## config.mk

```make
export PLATFORM = sky130hd
export DESIGN_NAME = unified_mem_arbiter
export DESIGN_NICKNAME = d
export VERILOG_FILES = /design/src/rtl/mem_arb_pkg.sv /design/src/rtl/mem_arb_picker.sv /design/src/rtl/unified_mem_arbiter.sv
export SDC_FILE = /design/constraint.sdc
export NUM_CORES = 1
export LEC_CHECK = 0
export ABC_AREA = 0
export CORE_MARGIN = 2
export CORE_UTILIZATION = 33
export DETAILED_ROUTE_END_ITERATION = 6
export GPL_TIMING_DRIVEN = 0
export PLACE_DENSITY = 0.8
export SKIP_LAST_GASP = 1
export SYNTH_ARGS = -nofsm -noshare
export SYNTH_HDL_FRONTEND = slang
export SYNTH_SLANG_ARGS = --single-unit
export TNS_END_PERCENT = 1
```

## constraint.sdc

```tcl
create_clock -name clk -period 1.9 [get_ports clk]
set_input_delay 0.475 -clock clk [delete_from_list [all_inputs] [get_ports clk]]
set_output_delay 0.475 -clock clk [all_outputs]
set_load 0.05 [all_outputs]
```

## src/rtl/mem_arb_pkg.sv

```systemverilog
// Shared types and constants for the unified instruction/data memory arbiter.
package mem_arb_pkg;

  typedef enum logic [1:0] {
    IDLE   = 2'd0,
    I_WAIT = 2'd1,
    D_WAIT = 2'd2
  } arb_state_t;

  typedef enum logic [1:0] {
    GNT_NONE = 2'd0,
    GNT_I    = 2'd1,
    GNT_DR   = 2'd2,
    GNT_DW   = 2'd3
  } arb_gnt_t;

  localparam int STREAK_W = 4;

  // Bit positions inside the picker's one-hot grant vector
  localparam int GNT_I_BIT  = 0;
  localparam int GNT_DR_BIT = 1;
  localparam int GNT_DW_BIT = 2;

  function automatic arb_gnt_t gnt_decode(input logic [2:0] oh);
    arb_gnt_t g;
    g = GNT_NONE;
    if (oh[GNT_DW_BIT])      g = GNT_DW;
    else if (oh[GNT_DR_BIT]) g = GNT_DR;
    else if (oh[GNT_I_BIT])  g = GNT_I;
    return g;
  endfunction

endpackage

```

## src/rtl/mem_arb_picker.sv

```systemverilog
// Priority picker: data write > data read > instruction, with the instruction
// forced through once the data streak reaches MAX_DATA_STREAK. Also computes
// the next streak value.
module mem_arb_picker
  import mem_arb_pkg::*;
#(
  parameter int MAX_DATA_STREAK = 4
) (
  input  logic                i_arb_en,
  input  logic                i_i_req,
  input  logic                i_d_rd,
  input  logic                i_d_wr,
  input  logic [STREAK_W-1:0] i_streak,
  output logic [2:0]          o_gnt_oh,
  output logic [STREAK_W-1:0] o_streak_nxt
);

  localparam logic [STREAK_W-1:0] STREAK_MAX = STREAK_W'(MAX_DATA_STREAK);

  logic w_forced;
  logic w_data_gnt;

  assign w_forced   = i_i_req && (i_streak == STREAK_MAX);
  assign w_data_gnt = o_gnt_oh[GNT_DW_BIT] | o_gnt_oh[GNT_DR_BIT];

  // Fixed-priority selection, one grant per arbitration cycle
  always_comb begin
    o_gnt_oh = '0;
    if (i_arb_en) begin
      if (i_d_wr && !w_forced)      o_gnt_oh[GNT_DW_BIT] = 1'b1;
      else if (i_d_rd && !w_forced) o_gnt_oh[GNT_DR_BIT] = 1'b1;
      else if (i_i_req)             o_gnt_oh[GNT_I_BIT]  = 1'b1;
    end
  end

  // Streak counts data grants the waiting instruction has lost; any cycle
  // without a waiting instruction, or an instruction grant, clears it.
  always_comb begin
    o_streak_nxt = i_streak;
    if (i_arb_en) begin
      if (w_data_gnt && i_i_req) begin
        if (i_streak >= STREAK_MAX) o_streak_nxt = STREAK_MAX;
        else                        o_streak_nxt = i_streak + 1'b1;
      end else begin
        o_streak_nxt = '0;
      end
    end
  end

endmodule

```

## src/rtl/unified_mem_arbiter.sv

```systemverilog
// Shares one single-port ssram between the instruction fetch and data ports.
// Writes complete in the grant cycle; reads take a grant cycle plus a wait
// cycle for the ssram's one-cycle read latency.
//
// state  | meaning
// IDLE   | arbitrate and issue at most one access this cycle
// I_WAIT | instruction read in flight, ssram data returns this cycle
// D_WAIT | data read in flight, ssram data returns this cycle
module unified_mem_arbiter
  import mem_arb_pkg::*;
#(
  parameter int ADDR_W          = 10,
  parameter int MAX_DATA_STREAK = 4
) (
  input  logic              clk,
  input  logic              rst,
  input  logic              i_req_en,
  input  logic [31:0]       i_addr,
  output logic [31:0]       i_rdata,
  output logic              i_rdy,
  input  logic              d_read_en,
  input  logic              d_write_en,
  input  logic [31:0]       d_addr,
  input  logic [31:0]       d_wdata,
  input  logic [3:0]        d_be,
  output logic [31:0]       d_rdata,
  output logic              d_read_rdy,
  output logic              d_write_rdy,
  output logic [ADDR_W-1:0] mem_address,
  output logic [31:0]       mem_write_data,
  output logic [3:0]        mem_write_byte_enable,
  output logic              mem_write_enable,
  output logic              mem_read_enable,
  input  logic [31:0]       mem_read_data,
  output logic              proto_err
);

  arb_state_t          r_state;
  arb_state_t          w_state_nxt;
  logic [STREAK_W-1:0] r_streak;
  logic [STREAK_W-1:0] w_streak_nxt;
  logic [31:0]         r_i_hold;
  logic [31:0]         r_d_hold;
  logic                r_proto_err;
  logic [2:0]          w_gnt_oh;
  arb_gnt_t            w_gnt;
  logic                w_arb_en;
  logic [ADDR_W-1:0]   w_i_word;
  logic [ADDR_W-1:0]   w_d_word;
  logic                w_unused;

  // Arbitration is suppressed while reset is asserted so no strobe or rdy
  // can leak out combinationally from requests held through reset.
  assign w_arb_en = rst && (r_state == IDLE);
  assign w_i_word = i_addr[ADDR_W+1:2];
  assign w_d_word = d_addr[ADDR_W+1:2];
  assign w_unused = ^{i_addr[31:ADDR_W+2], i_addr[1:0],
                      d_addr[31:ADDR_W+2], d_addr[1:0]};

  mem_arb_picker #(
    .MAX_DATA_STREAK(MAX_DATA_STREAK)
  ) u_picker (
    .i_arb_en    (w_arb_en),
    .i_i_req     (i_req_en),
    .i_d_rd      (d_read_en),
    .i_d_wr      (d_write_en),
    .i_streak    (r_streak),
    .o_gnt_oh    (w_gnt_oh),
    .o_streak_nxt(w_streak_nxt)
  );

  assign w_gnt     = gnt_decode(w_gnt_oh);
  assign proto_err = r_proto_err;

  // State register
  always_ff @(posedge clk or negedge rst) begin
    if (!rst) r_state <= IDLE;
    else      r_state <= w_state_nxt;
  end

  // Next state, ssram strobes/muxing and port handshakes
  always_comb begin
    w_state_nxt           = r_state;
    mem_address           = '0;
    mem_write_data        = '0;
    mem_write_byte_enable = '0;
    mem_write_enable      = 1'b0;
    mem_read_enable       = 1'b0;
    i_rdy                 = 1'b0;
    d_read_rdy            = 1'b0;
    d_write_rdy           = 1'b0;
    i_rdata               = r_i_hold;
    d_rdata               = r_d_hold;
    case (r_state)
      IDLE: begin
        case (w_gnt)
          GNT_DW: begin
            mem_write_enable      = 1'b1;
            mem_address           = w_d_word;
            mem_write_data        = d_wdata;
            mem_write_byte_enable = d_be;
            d_write_rdy           = 1'b1;
          end
          GNT_DR: begin
            mem_read_enable = 1'b1;
            mem_address     = w_d_word;
            w_state_nxt     = D_WAIT;
          end
          GNT_I: begin
            mem_read_enable = 1'b1;
            mem_address     = w_i_word;
            w_state_nxt     = I_WAIT;
          end
          default: ;
        endcase
      end
      I_WAIT: begin
        i_rdy       = 1'b1;
        i_rdata     = mem_read_data;
        w_state_nxt = IDLE;
      end
      D_WAIT: begin
        d_read_rdy  = 1'b1;
        d_rdata     = mem_read_data;
        w_state_nxt = IDLE;
      end
      default: w_state_nxt = IDLE;
    endcase
  end

  // Instruction anti-starvation streak counter
  always_ff @(posedge clk or negedge rst) begin
    if (!rst) r_streak <= '0;
    else      r_streak <= w_streak_nxt;
  end

  // Hold registers keep the last returned read data visible between reads
  always_ff @(posedge clk or negedge rst) begin
    if (!rst) begin
      r_i_hold <= '0;
      r_d_hold <= '0;
    end else begin
      if (r_state == I_WAIT) r_i_hold <= mem_read_data;
      if (r_state == D_WAIT) r_d_hold <= mem_read_data;
    end
  end

  // Sticky flag for a requester driving read and write together
  always_ff @(posedge clk or negedge rst) begin
    if (!rst)                         r_proto_err <= 1'b0;
    else if (d_read_en && d_write_en) r_proto_err <= 1'b1;
  end

endmodule

```

==> metrics.cfg <==
[status]
status = finished with violations
violations = setup timing

[setup_path]
crit_start = r_streak[1]
r2r_end = r_d_hold[19]
cp_data_required_time_ps = 1420
crit_path_end_kind = output pin
path_max_fanout = 10
r2r_cells = 4
crit_path_start_kind = flop
critical_path_class = flop to output pin
regToRegStartpoint = r_state[0]
cp-endpoint = mem_write_data[0]
crit_arrival_ps = 1840
timing.reg2reg.setup_slack_ps = 560

[timing]
tightest_slew_ps = 563
finalWorstSetupSlack_ps = -411
slew_headroom_pct = 62.6
skew_ps = 7.89
grt_setup_unrepaired = yes
max_freq_ghz = 0.433
period_needed_ps = 2310
hold_viol_final = 0
setup_violations = 116
period_share_pct = 122
slew_violations = 0

[clocking]
clockBufferDepth = 2
cts.sinks = 71
clock_latency_ps = 340
cts_buffers = 9
path_clk_slew_ps = 70
tritoncts = done
ctsHtreeMaxLevel = 3
root_buffer = clkbuf_8

[global_routing]
grt_usage_pct = 19.2
top_usage_layer = met2
grt_max_degree = 37
grt_use_met1_pct = 23.7
grt_pass1_wl_um = 15300
grt_use_met3_pct = 5.13
antenna_found_initial = 0
grtUsageMet2_pct = 32.6
overflow = 0
first_global_vias = 2947

[power_and_ir_drop]
ir_worst_vdd_v = 0.000578
p_leak_nw = 2.62
power.total_mw = 6.79
power_density_nw_per_um2 = 1180

[finish]
n_fill_cell = 802
final_cells = 606
final_layout_size_suffix_gt1_share_pct = 55.3
final_nets = 611
diodes = 0
fin_area_um2 = 5760
area_growth_pct = 80.0

[floorplan]
fp.dieH_um = 102
dieArea_um2 = 10500
dieWidth_um = 102
initial_utilization_pct = 34.3
rows = 35
io_pins = 253
core_um2 = 9330

[detailed_routing]
ant_nets = 0
firstDrtPassIters = 5
routed_wirelength_um = 10300
drc_errors = 0
viasPerCell = 4.65
wl_per_cell_um = 17.1
drt_iter0_markers = 61
dr_total_vias = 2816

[placed_design]
place.gp.congestion = 0.775
dp.cells = 588
post-dp-hpwl_um = 7840
portBuffers = 208
placed_area_um2 = 5640

[synth]
synth_warnings = 0
synth_xor_area_share_pct = 0
synth.avg_cell_area_um2 = 12.8
synth.distinct_cells = 26
synthSimpleGateAreaFrac_pct = 14.1
synth_area_um2 = 3200
synth_fa_ha_area_share_pct = 0.782
ys_seq_elements = 71
yosys-mux-area-fraction_pct = 22.8
synth_top_family_by_area = multiplexers
synth_nets = 390
synth_cells = 251
ys_seq_area_share_pct = 55.5
synth-compound-area-share_pct = 2.62

[flow_run]
maxCapViolations = 0

[min_path]
hp-class = input pin to async pin

-- final cells by class --
cell class,count,area [um2],area share [%]
Buffer,18,165,2.87
Clock buffer,11,151,2.63
Clock inverter,5,128,2.21
Inverter,3,11.3,0.195
Multi-Input combinational cell,156,1500,26.0
Sequential cell,71,1780,30.8
Tap cell,129,161,2.80
Timing Repair Buffer,213,1870,32.4
-- layout by cell type, fill, tap and decap left out, types with 11 or more instances in the layout --
master	instances
and2_2	16
and2_4	14
buf_2	67
buf_4	21
buf_6	30
clkbuf_8	11
clkdlybuf4s50_1	89
dfrtp_1	71
mux2_2	64
nand3_1	12
nand4_1	11
-- registers in the layout (all words and copies together) (netlist names) --
name and flops:
r_d_hold 32, r_i_hold 32, r_streak 4, r_state 2, proto_err 1
-- worst min-delay path by stage --
stage | cells past startpoint | end | from | slack [ps]
finish | 2 | r_d_hold[4] | rst | 70
global route | 2 | r_d_hold[4] | rst | 70
CTS | 2 | r_i_hold[4] | rst | 60
detailed placement | 1 | proto_err | proto_err | 440
global placement | 1 | proto_err | proto_err | 450
floorplan | 0 | proto_err | rst | 180
-- report_power, final --
part           internal (mW)  switching [mW]
clock                   1.08           0.549
combinational          0.958            2.21
sequential              1.89           0.103
total                   3.93            2.86
-- layer usage --
layer  wire length, um  vias to the layer above  part of all wire [%]
met4               191                        0                   1.8
met3               692                       21                   6.7
met2              5240                      122                    51
met1              4210                     1367                    41
met5                 0                        -                     0
li1                  -                     1306                     -
-- critical path, cell delays in order, from the launching register on --
cell and delay (ps):
dfrtp_1 400, inv_2 90, ha_4 140, nand4b_4 130, and3_4 250, and2_1 160
clkdlybuf4s18_2 330
-- cell usage after synthesis, drive strengths merged --
cell | number | share of area (%)
nor2 | 2 | 0.23
a21oi | 3 | 0.47
nand2b | 1 | 0.20
buf | 13 | 2.9
nand3 | 12 | 1.9
o22ai | 1 | 0.20
nor3b | 1 | 0.39
dfrtp | 71 | 56
and4b | 1 | 0.31
mux2 | 64 | 23
and2 | 37 | 7.2
inv | 3 | 0.35
o21ai | 11 | 1.7
nand4 | 11 | 2.2
clkbuf | 8 | 0.94
a21o | 1 | 0.23
ha | 2 | 0.78
nor2b | 2 | 0.39
or2 | 2 | 0.39
and3 | 1 | 0.20
nand2 | 2 | 0.23
nand4b | 1 | 0.47
mux2i | 1 | 0.31
-- cell families after synthesis --
group / count (synthesis)
flops: 71
simple gates: 73
fa+ha+maj: 2
mux: 65
compound gates: 16
buf+inv: 24
-- through the flow --
stage | setup TNS, ps | utilization (%) | hold WS (ps) | setup WS, ps
after global placement | -378170 | 60.5 | 446 | -3900
final | -39940 | 61.8 | 70.0 | -411
after CTS | -43270 | 61.8 | 64.6 | -432
after global routing | -51680 | 61.8 | 68.6 | -501
after detailed placement | -125660 | 60.5 | 444 | -1780
after floorplan | -2150 | - | 179 | -65.1
-- repair_timing --
action	4_1_cts	5_1_grt
hold buffers	1	0
pin swaps	4	2
gates resized for setup	657	4
hold endpoints to repair	35	0
setup buffers	3	0
cloned	1	0
setup endpoints to repair	118	116
No activity file was read; power rests on OpenSTA's default activity.
==> RTL change: new RTL, config.mk and constraints unchanged <==
Put one more register stage on the output `proto_err`. The value now appears one clock later. The other outputs are not delayed to match.
--- a/src/rtl/unified_mem_arbiter.sv
+++ b/src/rtl/unified_mem_arbiter.sv
@@ -70,7 +70,9 @@
   );
 
   assign w_gnt     = gnt_decode(w_gnt_oh);
-  assign proto_err = r_proto_err;
+  always_ff @(posedge clk) begin
+    proto_err <= r_proto_err;
+  end
 
   // State register
   always_ff @(posedge clk or negedge rst) begin
Behaviour: not the same (Yosys sat finds a counterexample within 4 cycles, from zero or initial values and one cycle with rst low).
==> RTL change against the original RTL <==
  * The flow still finishes with violations (setup timing)
  * Clock power decreased by 7%
  * Power shrank 0.61%
  * Critical path depth grew 2
  * Final cell count increased by 1.7%
  * Wire length decreased by 4.0%
  * Synthesized area rose by 0.59%
  * Register-to-register slack got worse by 30 ps
  * Die area up 0.57%
  * Cell area up 1.8%
  * Setup slack worse by 6.5 ps
  * Sequential cell count is 1 higher
==> RTL change: results (changes against the original RTL) <==
NetSw - 2893 µW (was 2859 µW)
WHS - 63.06 ps (was 70.00 ps)
Synth unique cells - 27 (was 26)
Status - finished with violations (unchanged)
Clock skew - 8.470 ps (was 7.891 ps)
Post-synth net total - 391 (was 390)
Fillers - 804 (was 802)
Clock transition at path regs - 80 ps
Worst slew margin - 62.73% (was 62.63%)
Skew-Pair Late Insertion Delay - 350 ps
Gp weighted congestion - 0.7840 (was 0.7753)
Reg2reg setup slack - 530 ps (was 560 ps)
Biggest regs - r_d_hold x32, r_i_hold x32, r_streak x4 (unchanged)
Async set-or-reset flop fraction in the synthesized netlist - 98.61% (was 100.0%)
Failing checks - setup timing (unchanged)
Final Setup Violations - 116 (unchanged)
Share of cells above drive strength 1 - 55.49% (was 55.35%)
Routed wire length - 9920 µm (was 10,340 µm)
Reg power frac - 29.8% (was 29.4%)
Vias in the first global route - 2,944 (was 2,947)
Setup TNS - -42,010 ps (was -39,940 ps)
Final worst slack - -418.0 ps (was -411.5 ps)
Clock share of power - 22.3% (was 24.0%)
Register area share after synthesis - 55.81% (was 55.51%)
Htree depth - 3 (unchanged)
Final nets - 617 (was 611)
Final HPWL DP - 7194 µm (was 7837 µm)
Pre-antenna DRT Iters - 4 (was 5)
Maximum vdd drop - 613.0 µV (was 577.8 µV)
Vias per Instance - 4.534 (was 4.647)
Commonest cells post-synth - dfrtp_1, mux2_2, and2_1 (unchanged)
Top Family by Delay on Critical Path - buffers and inverters (was simple AND/OR/NAND/NOR gates)
Class of the worst hold path - in2async (unchanged)
Synth warnings - 0 (unchanged)
Largest net degree at the start of global routing - 37 (unchanged)
CTS buffer count - 9 (unchanged)
Pre-CTS setup slack - -1828 ps (was -1778 ps)
Root Driver - clkbuf_8 (unchanged)
First-pass GRT wire length - 14,820 µm (was 15,280 µm)
Area contributors post-synth - dfrtp_1, mux2_2, and2_1 (unchanged)
Worst path max stage delay - 400 ps (about the same)
GRT Total Usage - 18.42% (was 19.15%)
CP Max Fanout - 5 (was 10)
Initial DRC count - 42 (was 61)
Internal power - 3853 µW (was 3928 µW)
Static Leakage - 0.002669 µW (was 0.002623 µW)
RTL change: cell count changes after synthesis:
cell and delta:
buf_2 -1, clkbuf_1 +1, dfxtp_1 +1
RTL change: cell families after synthesis:
kind of cell	synth area share, %
buffers and inverters	4.119
and+or+nand+nor	13.99
adders and majority gates	0.7772
AOI/OAI and AO/OA	2.604
DFF	55.81
muxes	22.70
RTL change: repair_timing:
| action | 4_1_cts | 5_1_grt |
|---|---|---|
| gates resized for setup | 681 | 5 |
| pin swaps | 1 | 1 |
| hold buffers | 1 | 0 |
| gates cloned | 2 | 0 |
| endpoints found under the setup margin | 120 | 116 |
| setup buffers | 6 | 1 |
| hold endpoints to repair | 35 | 0 |
RTL change: routing by layer:
metal | routed length [µm] | part of all wire (%) | track usage (%)
met4 | 114 | 1.1 | 6.478
met1 | 3911 | 39 | 21.59
met5 | 0 | 0 | 0
met3 | 824 | 8.3 | 5.288
met2 | 5070 | 51 | 32.33
RTL change: layout make-up:
cell class,count,share of cell area [%]
repair buffers,218,33.33
well taps,133,2.836
clock inverters,6,1.962
flip-flops and latches,72,30.62
multi-input cells,156,25.68
inverters,3,0.1919
plain buffers,18,3.028
clock buffers,10,2.346
RTL change: path summary, 6_finish.rpt:
| kind | from | end | depth (start not counted) |
|---|---|---|---|
| hold reg to reg | r_proto_err | proto_err | 0 |
| setup reg to reg | r_state[1] | r_i_hold[11] | 4 |
| min in group clk | r_proto_err | proto_err | 0 |
| setup / recovery | r_streak[1] | mem_address[0] | 8 |
| hold / removal | rst | r_d_hold[29] | 2 |
| max in group asynchronous | rst | r_d_hold[10] | 2 |
RTL change: metrics by stage:
stage                     instance area (µm²)  instances
after global placement                   5663        593
after detailed placement                 5660        593
after floorplan                          3415        252
after CTS                                5853        615
final                                    5867        616
after global routing                     5867        616
